**config.mk**
```make
export PLATFORM = sky130hd
export DESIGN_NAME = rtdf_packet_parser_flat
export DESIGN_NICKNAME = d
export VERILOG_FILES = /design/src/rtl/rtdf_packet_parser_pkg.sv /design/src/rtl/rtdf_packet_parser_if.sv /design/src/rtl/rtdf_out_stage.sv /design/src/rtl/rtdf_packet_parser.sv /design/src/flat_wrapper.sv
export SDC_FILE = /design/constraint.sdc
export NUM_CORES = 1
export LEC_CHECK = 0
export BUFFER_PORTS_ARGS = -buffer_cell sky130_fd_sc_hd__buf_2
export CAP_MARGIN = 10
export CELL_PAD_IN_SITES_DETAIL_PLACEMENT = 1
export CELL_PAD_IN_SITES_GLOBAL_PLACEMENT = 1
export CORE_MARGIN = 8
export CORE_UTILIZATION = 39
export CTS_BUF_LIST = sky130_fd_sc_hd__clkbuf_16
export CTS_CLUSTER_DIAMETER = 30
export DETAILED_ROUTE_END_ITERATION = 10
export MAX_ROUTING_LAYER = met4
export PLACE_DENSITY_LB_ADDON = 0.1
export SETUP_SLACK_MARGIN = 0.2
export SYNTH_ARGS = -nofsm -noshare
export SYNTH_HDL_FRONTEND = slang
export SYNTH_SLANG_ARGS = --single-unit
```
**constraint.sdc**
```tcl
create_clock -name clk -period 2 [get_ports clk]
set_input_delay 0.1 -clock clk [delete_from_list [all_inputs] [get_ports clk]]
set_output_delay 0.1 -clock clk [all_outputs]
set_load 0.01 [all_outputs]
```
**src/rtl/rtdf_packet_parser_pkg.sv**
```systemverilog
// Shared definitions for the RT data feed packet parser: state encoding,
// header geometry and the wire byte-swap helper.
package rtdf_packet_parser_pkg;

  localparam int RTDF_HDR_WORDS = 7;
  localparam int RTDF_HDR_BYTES = 16;

  typedef enum logic [2:0] {
    ST_LENGTH  = 3'd0,
    ST_HDR     = 3'd1,
    ST_SEQ     = 3'd2,
    ST_DATA    = 3'd3,
    ST_TAIL    = 3'd4,
    ST_DISCARD = 3'd5
  } state_e;

  // Header fields arrive first-byte-in-low-half; this restores network order.
  function automatic logic [15:0] bswap16(input logic [15:0] d);
    return {d[7:0], d[15:8]};
  endfunction

endpackage

```
**src/rtl/rtdf_packet_parser_if.sv**
```systemverilog
// Payload stream: valid/ready, a word transfers on a clock edge where valid && ready;
// the master holds data/last/odd stable while valid && !ready.
interface rtdf_packet_parser_if;
  logic [15:0] data;
  logic        valid;
  logic        ready;
  logic        last;
  logic        odd;

  modport master (output data, valid, last, odd, input ready);
  modport slave  (input data, valid, last, odd, output ready);
endinterface

```
**src/rtl/rtdf_out_stage.sv**
```systemverilog
// One-entry output register for the payload stream; holds its word until accepted.
module rtdf_out_stage (
  input  logic        clk,
  input  logic        reset,
  input  logic        load_i,
  input  logic [15:0] data_i,
  input  logic        last_i,
  input  logic        odd_i,
  output logic        can_load_o,
  rtdf_packet_parser_if.master out
);

  logic [15:0] data_q;
  logic        valid_q;
  logic        last_q;
  logic        odd_q;

  always_ff @(posedge clk) begin
    if (reset) begin
      valid_q <= 1'b0;
      data_q  <= 16'h0;
      last_q  <= 1'b0;
      odd_q   <= 1'b0;
    end else if (load_i) begin
      valid_q <= 1'b1;
      data_q  <= data_i;
      last_q  <= last_i;
      odd_q   <= odd_i;
    end else if (out.ready) begin
      valid_q <= 1'b0;
      last_q  <= 1'b0;
      odd_q   <= 1'b0;
    end
  end

  assign can_load_o = !valid_q || out.ready;
  assign out.data   = data_q;
  assign out.valid  = valid_q;
  assign out.last   = last_q;
  assign out.odd    = odd_q;

endmodule

```
**src/rtl/rtdf_packet_parser.sv**
```systemverilog
// RT data feed packet parser: strips header/FCS from RX FIFO frames and streams payload.
// Optional destination MAC filtering is enabled by defining RTDF_MAC_FILTER_EN.
module rtdf_packet_parser
  import rtdf_packet_parser_pkg::*;
#(
  parameter logic [15:0] ETHERTYPE = 16'h88B5,
  parameter int          CRC_BYTES = 4,
  parameter int          LEN_W     = 11,
  parameter int          CNT_W     = 16,
  parameter logic [47:0] LOCAL_MAC = 48'h0
) (
  input  logic             clk,
  input  logic             reset,
  input  logic [15:0]      in_data,
  input  logic             in_empty,
  output logic             in_rd_req,
  rtdf_packet_parser_if.master out,
  output logic [CNT_W-1:0] pkt_count,
  output logic [CNT_W-1:0] drop_count,
  output logic [CNT_W-1:0] seq_err_count,
  output state_e           dbg_state_o
);

  localparam logic [LEN_W-1:0] MIN_LEN  = LEN_W'(RTDF_HDR_BYTES + CRC_BYTES);
  localparam logic [LEN_W-1:0] ONE_W    = LEN_W'(1);
  localparam logic [2:0]       HDR_LAST = 3'(RTDF_HDR_WORDS - 1);

  function automatic logic [CNT_W-1:0] sat_inc(input logic [CNT_W-1:0] c);
    return (&c) ? c : c + 1'b1;
  endfunction

  state_e           state_q, state_d;
  logic [2:0]       hdr_cnt_q, hdr_cnt_d;
  logic [LEN_W-1:0] rem_q, rem_d;
  logic [LEN_W-1:0] pay_words_q, pay_words_d;
  logic             pay_odd_q, pay_odd_d;
  logic             drop_q, drop_d;
  logic [15:0]      exp_seq_q, exp_seq_d;
  logic             seq_valid_q, seq_valid_d;
  logic [CNT_W-1:0] pkt_q, pkt_d, drop_cnt_q, drop_cnt_d, seq_err_q, seq_err_d;

  logic             load, ld_last, ld_odd, can_load;
  logic [15:0]      word;
  logic [LEN_W-1:0] len, total_words, pay_bytes, pay_words, rem_dec;
  logic [LEN_W:0]   len_p1, pb_p1;

  assign word        = bswap16(in_data);
  assign len         = in_data[LEN_W-1:0];
  assign len_p1      = {1'b0, len} + 1'b1;
  assign total_words = len_p1[LEN_W:1];
  assign pay_bytes   = len - MIN_LEN;
  assign pb_p1       = {1'b0, pay_bytes} + 1'b1;
  assign pay_words   = pb_p1[LEN_W:1];
  assign rem_dec     = rem_q - ONE_W;

  // The output register only gates consumption while payload is flowing.
  assign in_rd_req = !in_empty && (state_q != ST_DATA || can_load);

`ifdef RTDF_MAC_FILTER_EN
  logic        mac_eq_q, mac_eq_d, mac_bc_q, mac_bc_d;
  logic [15:0] mac_chunk;

  always_comb begin
    case (hdr_cnt_q)
      3'd0:    mac_chunk = LOCAL_MAC[47:32];
      3'd1:    mac_chunk = LOCAL_MAC[31:16];
      default: mac_chunk = LOCAL_MAC[15:0];
    endcase
  end

  always_ff @(posedge clk) begin
    if (reset) begin
      mac_eq_q <= 1'b0;
      mac_bc_q <= 1'b0;
    end else begin
      mac_eq_q <= mac_eq_d;
      mac_bc_q <= mac_bc_d;
    end
  end
`else
  logic unused_mac;
  assign unused_mac = ^LOCAL_MAC;
`endif

  always_comb begin
    state_d     = state_q;
    hdr_cnt_d   = hdr_cnt_q;
    rem_d       = rem_q;
    pay_words_d = pay_words_q;
    pay_odd_d   = pay_odd_q;
    drop_d      = drop_q;
    exp_seq_d   = exp_seq_q;
    seq_valid_d = seq_valid_q;
    pkt_d       = pkt_q;
    drop_cnt_d  = drop_cnt_q;
    seq_err_d   = seq_err_q;
    load        = 1'b0;
    ld_last     = 1'b0;
    ld_odd      = 1'b0;
`ifdef RTDF_MAC_FILTER_EN
    mac_eq_d    = mac_eq_q;
    mac_bc_d    = mac_bc_q;
`endif
    if (in_rd_req) begin
      case (state_q)
        ST_LENGTH: begin
          if (len != '0) begin
            rem_d       = total_words;
            hdr_cnt_d   = 3'd0;
            drop_d      = 1'b0;
            pay_words_d = pay_words;
            pay_odd_d   = pay_bytes[0];
            if (len < MIN_LEN) begin
              drop_cnt_d = sat_inc(drop_cnt_q);
              state_d    = ST_DISCARD;
            end else begin
              state_d    = ST_HDR;
            end
          end
        end
        ST_HDR: begin
          rem_d     = rem_dec;
          hdr_cnt_d = hdr_cnt_q + 3'd1;
`ifdef RTDF_MAC_FILTER_EN
          // Unicast and broadcast matches are tracked in parallel over DST0..DST2.
          if (hdr_cnt_q < 3'd3) begin
            mac_eq_d = (word == mac_chunk) && (mac_eq_q || hdr_cnt_q == 3'd0);
            mac_bc_d = (word == 16'hFFFF) && (mac_bc_q || hdr_cnt_q == 3'd0);
            if (hdr_cnt_q == 3'd2 && !(mac_eq_d || mac_bc_d)) drop_d = 1'b1;
          end
`endif
          if (hdr_cnt_q == HDR_LAST) begin
            if (word != ETHERTYPE) drop_d = 1'b1;
            state_d = ST_SEQ;
          end
        end
        ST_SEQ: begin
          rem_d = rem_dec;
          if (drop_q) begin
            drop_cnt_d = sat_inc(drop_cnt_q);
          end else begin
            pkt_d = sat_inc(pkt_q);
            if (seq_valid_q && word != exp_seq_q) seq_err_d = sat_inc(seq_err_q);
            exp_seq_d   = word + 16'd1;
            seq_valid_d = 1'b1;
          end
          if (drop_q || pay_words_q == '0) state_d = (rem_dec == '0) ? ST_LENGTH : ST_TAIL;
          else                             state_d = ST_DATA;
        end
        ST_DATA: begin
          rem_d       = rem_dec;
          pay_words_d = pay_words_q - ONE_W;
          load        = 1'b1;
          ld_last     = (pay_words_q == ONE_W);
          ld_odd      = ld_last && pay_odd_q;
          if (ld_last) state_d = (rem_dec == '0) ? ST_LENGTH : ST_TAIL;
        end
        ST_TAIL, ST_DISCARD: begin
          rem_d = rem_dec;
          if (rem_dec == '0) state_d = ST_LENGTH;
        end
        default: state_d = ST_LENGTH;
      endcase
    end
  end

  always_ff @(posedge clk) begin
    if (reset) begin
      state_q     <= ST_LENGTH;
      hdr_cnt_q   <= 3'd0;
      rem_q       <= '0;
      pay_words_q <= '0;
      pay_odd_q   <= 1'b0;
      drop_q      <= 1'b0;
      exp_seq_q   <= 16'h0;
      seq_valid_q <= 1'b0;
      pkt_q       <= '0;
      drop_cnt_q  <= '0;
      seq_err_q   <= '0;
    end else begin
      state_q     <= state_d;
      hdr_cnt_q   <= hdr_cnt_d;
      rem_q       <= rem_d;
      pay_words_q <= pay_words_d;
      pay_odd_q   <= pay_odd_d;
      drop_q      <= drop_d;
      exp_seq_q   <= exp_seq_d;
      seq_valid_q <= seq_valid_d;
      pkt_q       <= pkt_d;
      drop_cnt_q  <= drop_cnt_d;
      seq_err_q   <= seq_err_d;
    end
  end

  rtdf_out_stage u_out_stage (
    .clk        (clk),
    .reset      (reset),
    .load_i     (load),
    .data_i     (in_data),
    .last_i     (ld_last),
    .odd_i      (ld_odd),
    .can_load_o (can_load),
    .out        (out)
  );

  assign pkt_count     = pkt_q;
  assign drop_count    = drop_cnt_q;
  assign seq_err_count = seq_err_q;
  assign dbg_state_o   = state_q;

endmodule
```
**src/flat_wrapper.sv**
```systemverilog
// flat-port wrapper written by rule: the top's interface ports become plain ports
module rtdf_packet_parser_flat import rtdf_packet_parser_pkg::*;
#(
  parameter logic [15:0] ETHERTYPE = 16'h88B5,
  parameter int          CRC_BYTES = 4,
  parameter int          LEN_W     = 11,
  parameter int          CNT_W     = 16,
  parameter logic [47:0] LOCAL_MAC = 48'h0
)
  (clk, reset, in_data, in_empty, in_rd_req, pkt_count, drop_count, seq_err_count, dbg_state_o, out_data, out_valid, out_last, out_odd, out_ready);
  rtdf_packet_parser_if out_i ();
  input  logic clk;
  input  logic reset;
  input  logic [15:0] in_data;
  input  logic in_empty;
  output logic in_rd_req;
  output logic [CNT_W-1:0] pkt_count;
  output logic [CNT_W-1:0] drop_count;
  output logic [CNT_W-1:0] seq_err_count;
  output state_e dbg_state_o;
  output wire logic [$bits(out_i.data)-1:0] out_data;
  output wire logic [$bits(out_i.valid)-1:0] out_valid;
  output wire logic [$bits(out_i.last)-1:0] out_last;
  output wire logic [$bits(out_i.odd)-1:0] out_odd;
  input wire logic [$bits(out_i.ready)-1:0] out_ready;
  assign out_data = out_i.data;
  assign out_valid = out_i.valid;
  assign out_last = out_i.last;
  assign out_odd = out_i.odd;
  assign out_i.ready = out_ready;
  rtdf_packet_parser #(.ETHERTYPE(ETHERTYPE), .CRC_BYTES(CRC_BYTES), .LEN_W(LEN_W), .CNT_W(CNT_W), .LOCAL_MAC(LOCAL_MAC)) u_core (.clk(clk), .reset(reset), .in_data(in_data), .in_empty(in_empty), .in_rd_req(in_rd_req), .out(out_i), .pkt_count(pkt_count), .drop_count(drop_count), .seq_err_count(seq_err_count), .dbg_state_o(dbg_state_o));
endmodule
```
# Yosys cells after proc, flatten, opt, wreduce, memory -nomap -nowiden

Cells that the tools add are included.

Bits in registers: 114

Add/sub/neg operators: 10
Order comparisons: 1
Eq/ne operators: 17
Mux-type cells: 33
Bitwise operators: 3
Reductions and logical operators: 32

Operators with widths:

| kind                                                        | number |
|---|---|
| adder 16 x 1 -> 16 bit, second input constant               | 4 |
| 2-to-1 mux 16 bit                                           | 4 |
| AND reduction 16 bit                                        | 3 |
| case mux 11 bit (2 select lines)                            | 2 |
| case mux 16 bit (2 select lines)                            | 1 |
| adder 11 x 1 -> 12 bit, second input constant               | 2 |
| 2-to-1 mux 3 bit                                            | 8 |
| logical NOT 11 bit                                          | 2 |
| 2-to-1 mux 11 bit                                           | 2 |
| subtractor 11 x 1 -> 11 bit, second input constant          | 2 |
| AND reduction 5 bit                                         | 4 |
| inequality test 16 bit                                      | 1 |
| inequality test 16 bit, second input constant               | 1 |
| case mux 3 bit (5 select lines)                             | 1 |
| AND reduction 3 bit                                         | 5 |
| inequality test 2 x 1 -> 1 bit, second input constant       | 7 |
| 2-to-1 mux 1 bit                                            | 13 |
| equality test 11 x 1 -> 1 bit, second input constant        | 1 |
| less-than comparator 11 x 5 -> 1 bit, second input constant | 1 |
| nonzero test 11 bit                                         | 1 |
| subtractor 11 x 5 -> 11 bit, second input constant          | 1 |
| nonzero test 2 bit                                          | 5 |
| equality test 3 bit, second input constant                  | 3 |
| equality test 3 x 2 -> 1 bit, second input constant         | 2 |
| 13 further kinds                                            | 20 |

# Depth between registers and ports, before layout

Word-level depth: 6
Mapped depth: 11

# By module

From an unflattened synthesis, not the netlist that was laid out.

Cells, all modules: 796
Area, all modules: 6608.8 um^2

Modules (own cells, without submodules):

| module             | instances | cells each | area each (um^2) | sequential area each (um^2) |
|---|---|---|---|---|
| rtdf_packet_parser | 1         | 732        | 5916.9           | 1901.8 |
| rtdf_out_stage     | 1         | 64         | 691.9            | 380.4 |

# Worst setup path after synthesis

OpenSTA, ideal clock, no wires.

Path kind: reg2reg
From: register u_core.rem_q[1]
To: register u_core.state_q[1] (netlist: u_core.dbg_state_o[1])
Setup time: 59 ps
Arrival time: 2161 ps
Data required time: 1941 ps
Path slack: -220 ps
Cell stages (with the launch flop): 11
Clock period less this slack: 2220 ps
Path through: dfxtp_1 -> clkbuf_1 -> inv_1 -> ha_1 -> o21ba_2 -> nor3b_1 -> o311ai_0 -> nand4_2 -> a21oi_4 -> nor3b_2 -> a22o_1

Longest elaborated chain between the ends: 4

RTL lines:

| element                                         | line                      | source |
|---|---|---|
| start: declaration                              | rtdf_packet_parser.sv:34  | `logic [LEN_W-1:0] rem_q, rem_d;` |
| start signal: assignment                        | rtdf_packet_parser.sv:183 | `rem_q <= rem_d;` |
| subtractor 11 x 1 -> 11 bit                     | rtdf_packet_parser.sv:54  | `assign rem_dec = rem_q - ONE_W;` |
| logical NOT 11 bit                              | rtdf_packet_parser.sv:160 | `if (rem_dec == '0) state_d = ST_LENGTH;` |
| inequality test 2 x 1 -> 1 bit (no source line) | -                         |  |
| AND reduction 5 bit (no source line)            | -                         |  |
| end signal: assignment                          | rtdf_packet_parser.sv:181 | `state_q <= state_d;` |
| end: declaration                                | rtdf_packet_parser.sv:32  | `state_e state_q, state_d;` |

No other way between the ends.
A chain may end at the register's enable or synchronous reset.

# Final worst setup path

From: register u_core.pay_words_q[7]
To: register u_core.state_q[1] (netlist: u_core.dbg_state_o[1])

Longest elaborated chain between the ends: 4
Elaborated cells on any way between the ends: 7

RTL lines:

| element                         | line                      | source |
|---|---|---|
| start: declaration              | rtdf_packet_parser.sv:35  | `logic [LEN_W-1:0] pay_words_q, pay_words_d;` |
| start signal: assignment        | rtdf_packet_parser.sv:184 | `pay_words_q <= pay_words_d;` |
| logical NOT 11 bit              | rtdf_packet_parser.sv:147 | `if (drop_q \|\| pay_words_q == '0) state_d = (rem_dec == '0) ? ST_LENGTH : ST_TAIL;` |
| logical OR 1 bit                | rtdf_packet_parser.sv:147 |  |
| 2-to-1 mux 3 bit                | rtdf_packet_parser.sv:147 |  |
| case mux 3 bit (5 select lines) | rtdf_packet_parser.sv:105 | `case (state_q)` |

Several ways; a longest one is shown, not always the timed one.

==> results.toml <==
[global_routing]
antenna_found_initial = 0
grt_overflow = 0
grtUsageTotal = 0.216
grt_pass1_vias = 7308
grt_pass1_wl_mm = 36.9
grt_max_degree = 66

[place]
place_inst = 1191
gp_congestion = 0.826
dp_slack_ns = -0.101
io_buffers = 90
dp_hpwl_mm = 16.4

[timing]
finClkSkew_ns = 0.00766
fmax_mhz = 478
slew_viol_final = 0
tightestPinTransition_ns = 0.546
finalSetupViolCount = 4
finalWorstPathRequiredPeriod_ns = 2.09
max_slew_margin = 0.636
setup_ws_ns = -0.0940
hold_viol_final = 0
rsz0062_at_grt = "true"
fin_tns_setup_ns = -0.234
period_share = 1.05

[power_and_ir_drop]
power.leakage_nw = 3.82
powerDensity_nw_per_um2 = 908
ir_worst_vdd_mv = 0.604
power_mw = 8.40

[run_status]
status = "complete, but fails checks"
violations = "setup timing"

[layout]
final_cell_mix = "111 x buf_4, 109 x nor2_1, 98 x dfxtp_1"
post-route-util = 0.556
antenna_cells = 0
syn_to_final_growth_pct = 39.3
drive_gt1_frac = 0.339
fin_nets = 1061
layout_commonest_cell = "buf_4"
final_cells = 1252

[yosys]
synthCells = 828
synth-seq-cells = 114
yosysWarnings = 0
synth-seq-area-share = 0.344
syn_area_sq_um = 6640
yosys.area.top_type = "dfxtp_1"
ys_top_cells_by_area = "dfxtp_1 34%, xor2_1 7.8%, nor2_1 6.4%"
synth_mux_area_frac = 0.0121
synth_xor_area_frac = 0.112
synth-simple-area-share = 0.287
syn_nets = 869
synth_flop_cell = "dfxtp_1"
ys_async_sr_fraction = 0
yosysUniqueCellTypes = 71
synth_top_family_by_area = "simple AND/OR/NAND/NOR gates"
synth_compound_area_frac = 0.157
synth_edf_count = 0
synth_fa_ha_area_frac = 0.0396
yosys.area.top_type_share = 0.344
postSynthAreaPerCell_sq_um = 8.02

[routing]
wl_per_cell_microns = 18.6
first_pass_iters = 5
routed_via_density = 5.45
ant_nets = 0
via_count = 6825
totalWireLength_mm = 23.3
drc = 0
drt_iter0_drc = 288

[critical_path]
critPathLaunchType = "register"
worstPathArrival_ns = 2.45
critPathCaptureType = "register"
cp.buffers_inverters = 0
crit_chain = "or4_4 > or3_4 > nor2_8 > o211ai_4 > a21oi_4 > nor3b_4 > a22o_1"
slowest_stage = "or4_4"
path_class = "reg2reg"
crit_path_max_incr_delay_ns = 0.53
required_ns = 2.35
crit_path_max_fanout = 4
crit_family = "simple AND/OR/NAND/NOR gates"

[die]
die_x_microns = 146
die_area_sq_um = 21500
rows = 47
die_y_microns = 146
io_pins = 91
start_util = 0.399
core_area_sq_um = 16600

[run]
max_cap_viol_count = 0

[cts]
clk_pin_slew_ns = 0.05
root_buffer = "clkbuf_16"
h-tree-depth = 4
cts.sinks = 114
cts_tree = "done"
cts_buffers = 17
insertion_delay_ns = 0.42
max-clock-path-buffers = 2

[worst_hold_path]
min_path_type = "in2reg"
## sequential cells by signal, summed over array words and instances, names as in the netlist
signal and cells:
u_core.u_out_stage.out.last 1, u_core.rem_q 11, u_core.exp_seq_q 16, u_core.seq_err_count 16
u_core.seq_valid_q 1, u_core.u_out_stage.out.odd 1, u_core.drop_count 16, u_core.drop_q 1
u_core.u_out_stage.out.data 16, u_core.hdr_cnt_q 3, u_core.pay_odd_q 1, u_core.pkt_count 16
u_core.u_out_stage.out.valid 1, u_core.pay_words_q 11, u_core.dbg_state_o 3
## path summary, 6_finish.rpt
kind	endpoint	depth (start not counted)	start	slack, ns
setup / recovery	u_core.dbg_state_o[1]$_SDFFE_PP0P_	7	u_core.pay_words_q[7]$_SDFFE_PP0P_	-0.09
hold / removal	u_core.u_out_stage.out.data[14]$_SDFFE_PP0P_	3	in_data[14]	0.05
hold reg to reg	u_core.u_out_stage.out.data[15]$_SDFFE_PP0P_	2	u_core.u_out_stage.out.data[15]$_SDFFE_PP0P_	0.45
setup reg to reg	u_core.dbg_state_o[1]$_SDFFE_PP0P_	7	u_core.pay_words_q[7]$_SDFFE_PP0P_	-0.09
## repair_timing
action | CTS | global route
pin swaps | 24 | 23
hold buffers | 4 | 0
resized for setup | 56 | 42
hold endpoints to repair | 5 | 0
setup endpoints to repair | 75 | 91
setup buffers | 9 | 14
gates cloned | 3 | 0
## kinds of logic after synthesis
kind of cell | after synthesis
multiplexers | 8
flip-flops | 114
XOR/XNOR | 85
AO/OA/AOI/OAI | 160
AND/OR/NAND/NOR | 372
adder cells (fa/ha/maj) | 21
buffers and inverters | 68
## power breakdown
part / total [mW] / switching [mW] / leakage [nW] / internal [mW]
registers: 2.62 / 0.179 / 0.931 / 2.44
clock network: 2.90 / 1.10 / 0.279 / 1.79
logic: 2.88 / 1.54 / 2.61 / 1.34
total: 8.40 / 2.82 / 3.82 / 5.58
## through the flow
step	hold WS, ns	area, sq um
finish	0.0460	9250
global route	0.0524	9250
CTS	0.0322	8960
detailed placement	0.407	8040
global placement	0.412	8040
floorplan	0.236	6770
## per-layer routing
| layer | GRT usage | vias up | part of all wire |
|---|---|---|---|
| met2 | 0.382 | 126 | 0.53 |
| met3 | 0.0383 | 47 | 0.030 |
| li1 | - | 3282 | - |
| met4 | 0.0871 | 0 | 0.026 |
| met1 | 0.236 | 3370 | 0.42 |
| met5 | - | - | 0 |
## worst register-to-register path, cell delays in order, from the launching register on
cell and delay (ns):
dfxtp_2 0.32, or4_4 0.53, or3_4 0.40, nor2_8 0.13, o211ai_4 0.09, a21oi_4 0.16, nor3b_4 0.23, a22o_1 0.17
## layout make-up
class | instances | area (sq um)
Clock buffer | 17 | 425
Clock inverter | 14 | 125
Fill cell | 1998 | 7390
Inverter | 20 | 75.1
Multi-Input combinational cell | 646 | 4440
Sequential cell | 114 | 2300
Tap cell | 220 | 275
Timing Repair Buffer | 221 | 1610
## synthesized netlist by cell type, types with 21 or more instances
library cell  instances
nand4_1              30
nand2_1              88
clkbuf_1             29
nand3_1              30
nor2_1              113
xor2_1               59
a21oi_1              53
dfxtp_1             114
o21ai_0              39
a211oi_1             21
xnor2_1              26
ha_1                 21
Note: power is estimated with default switching activity, not from simulation.
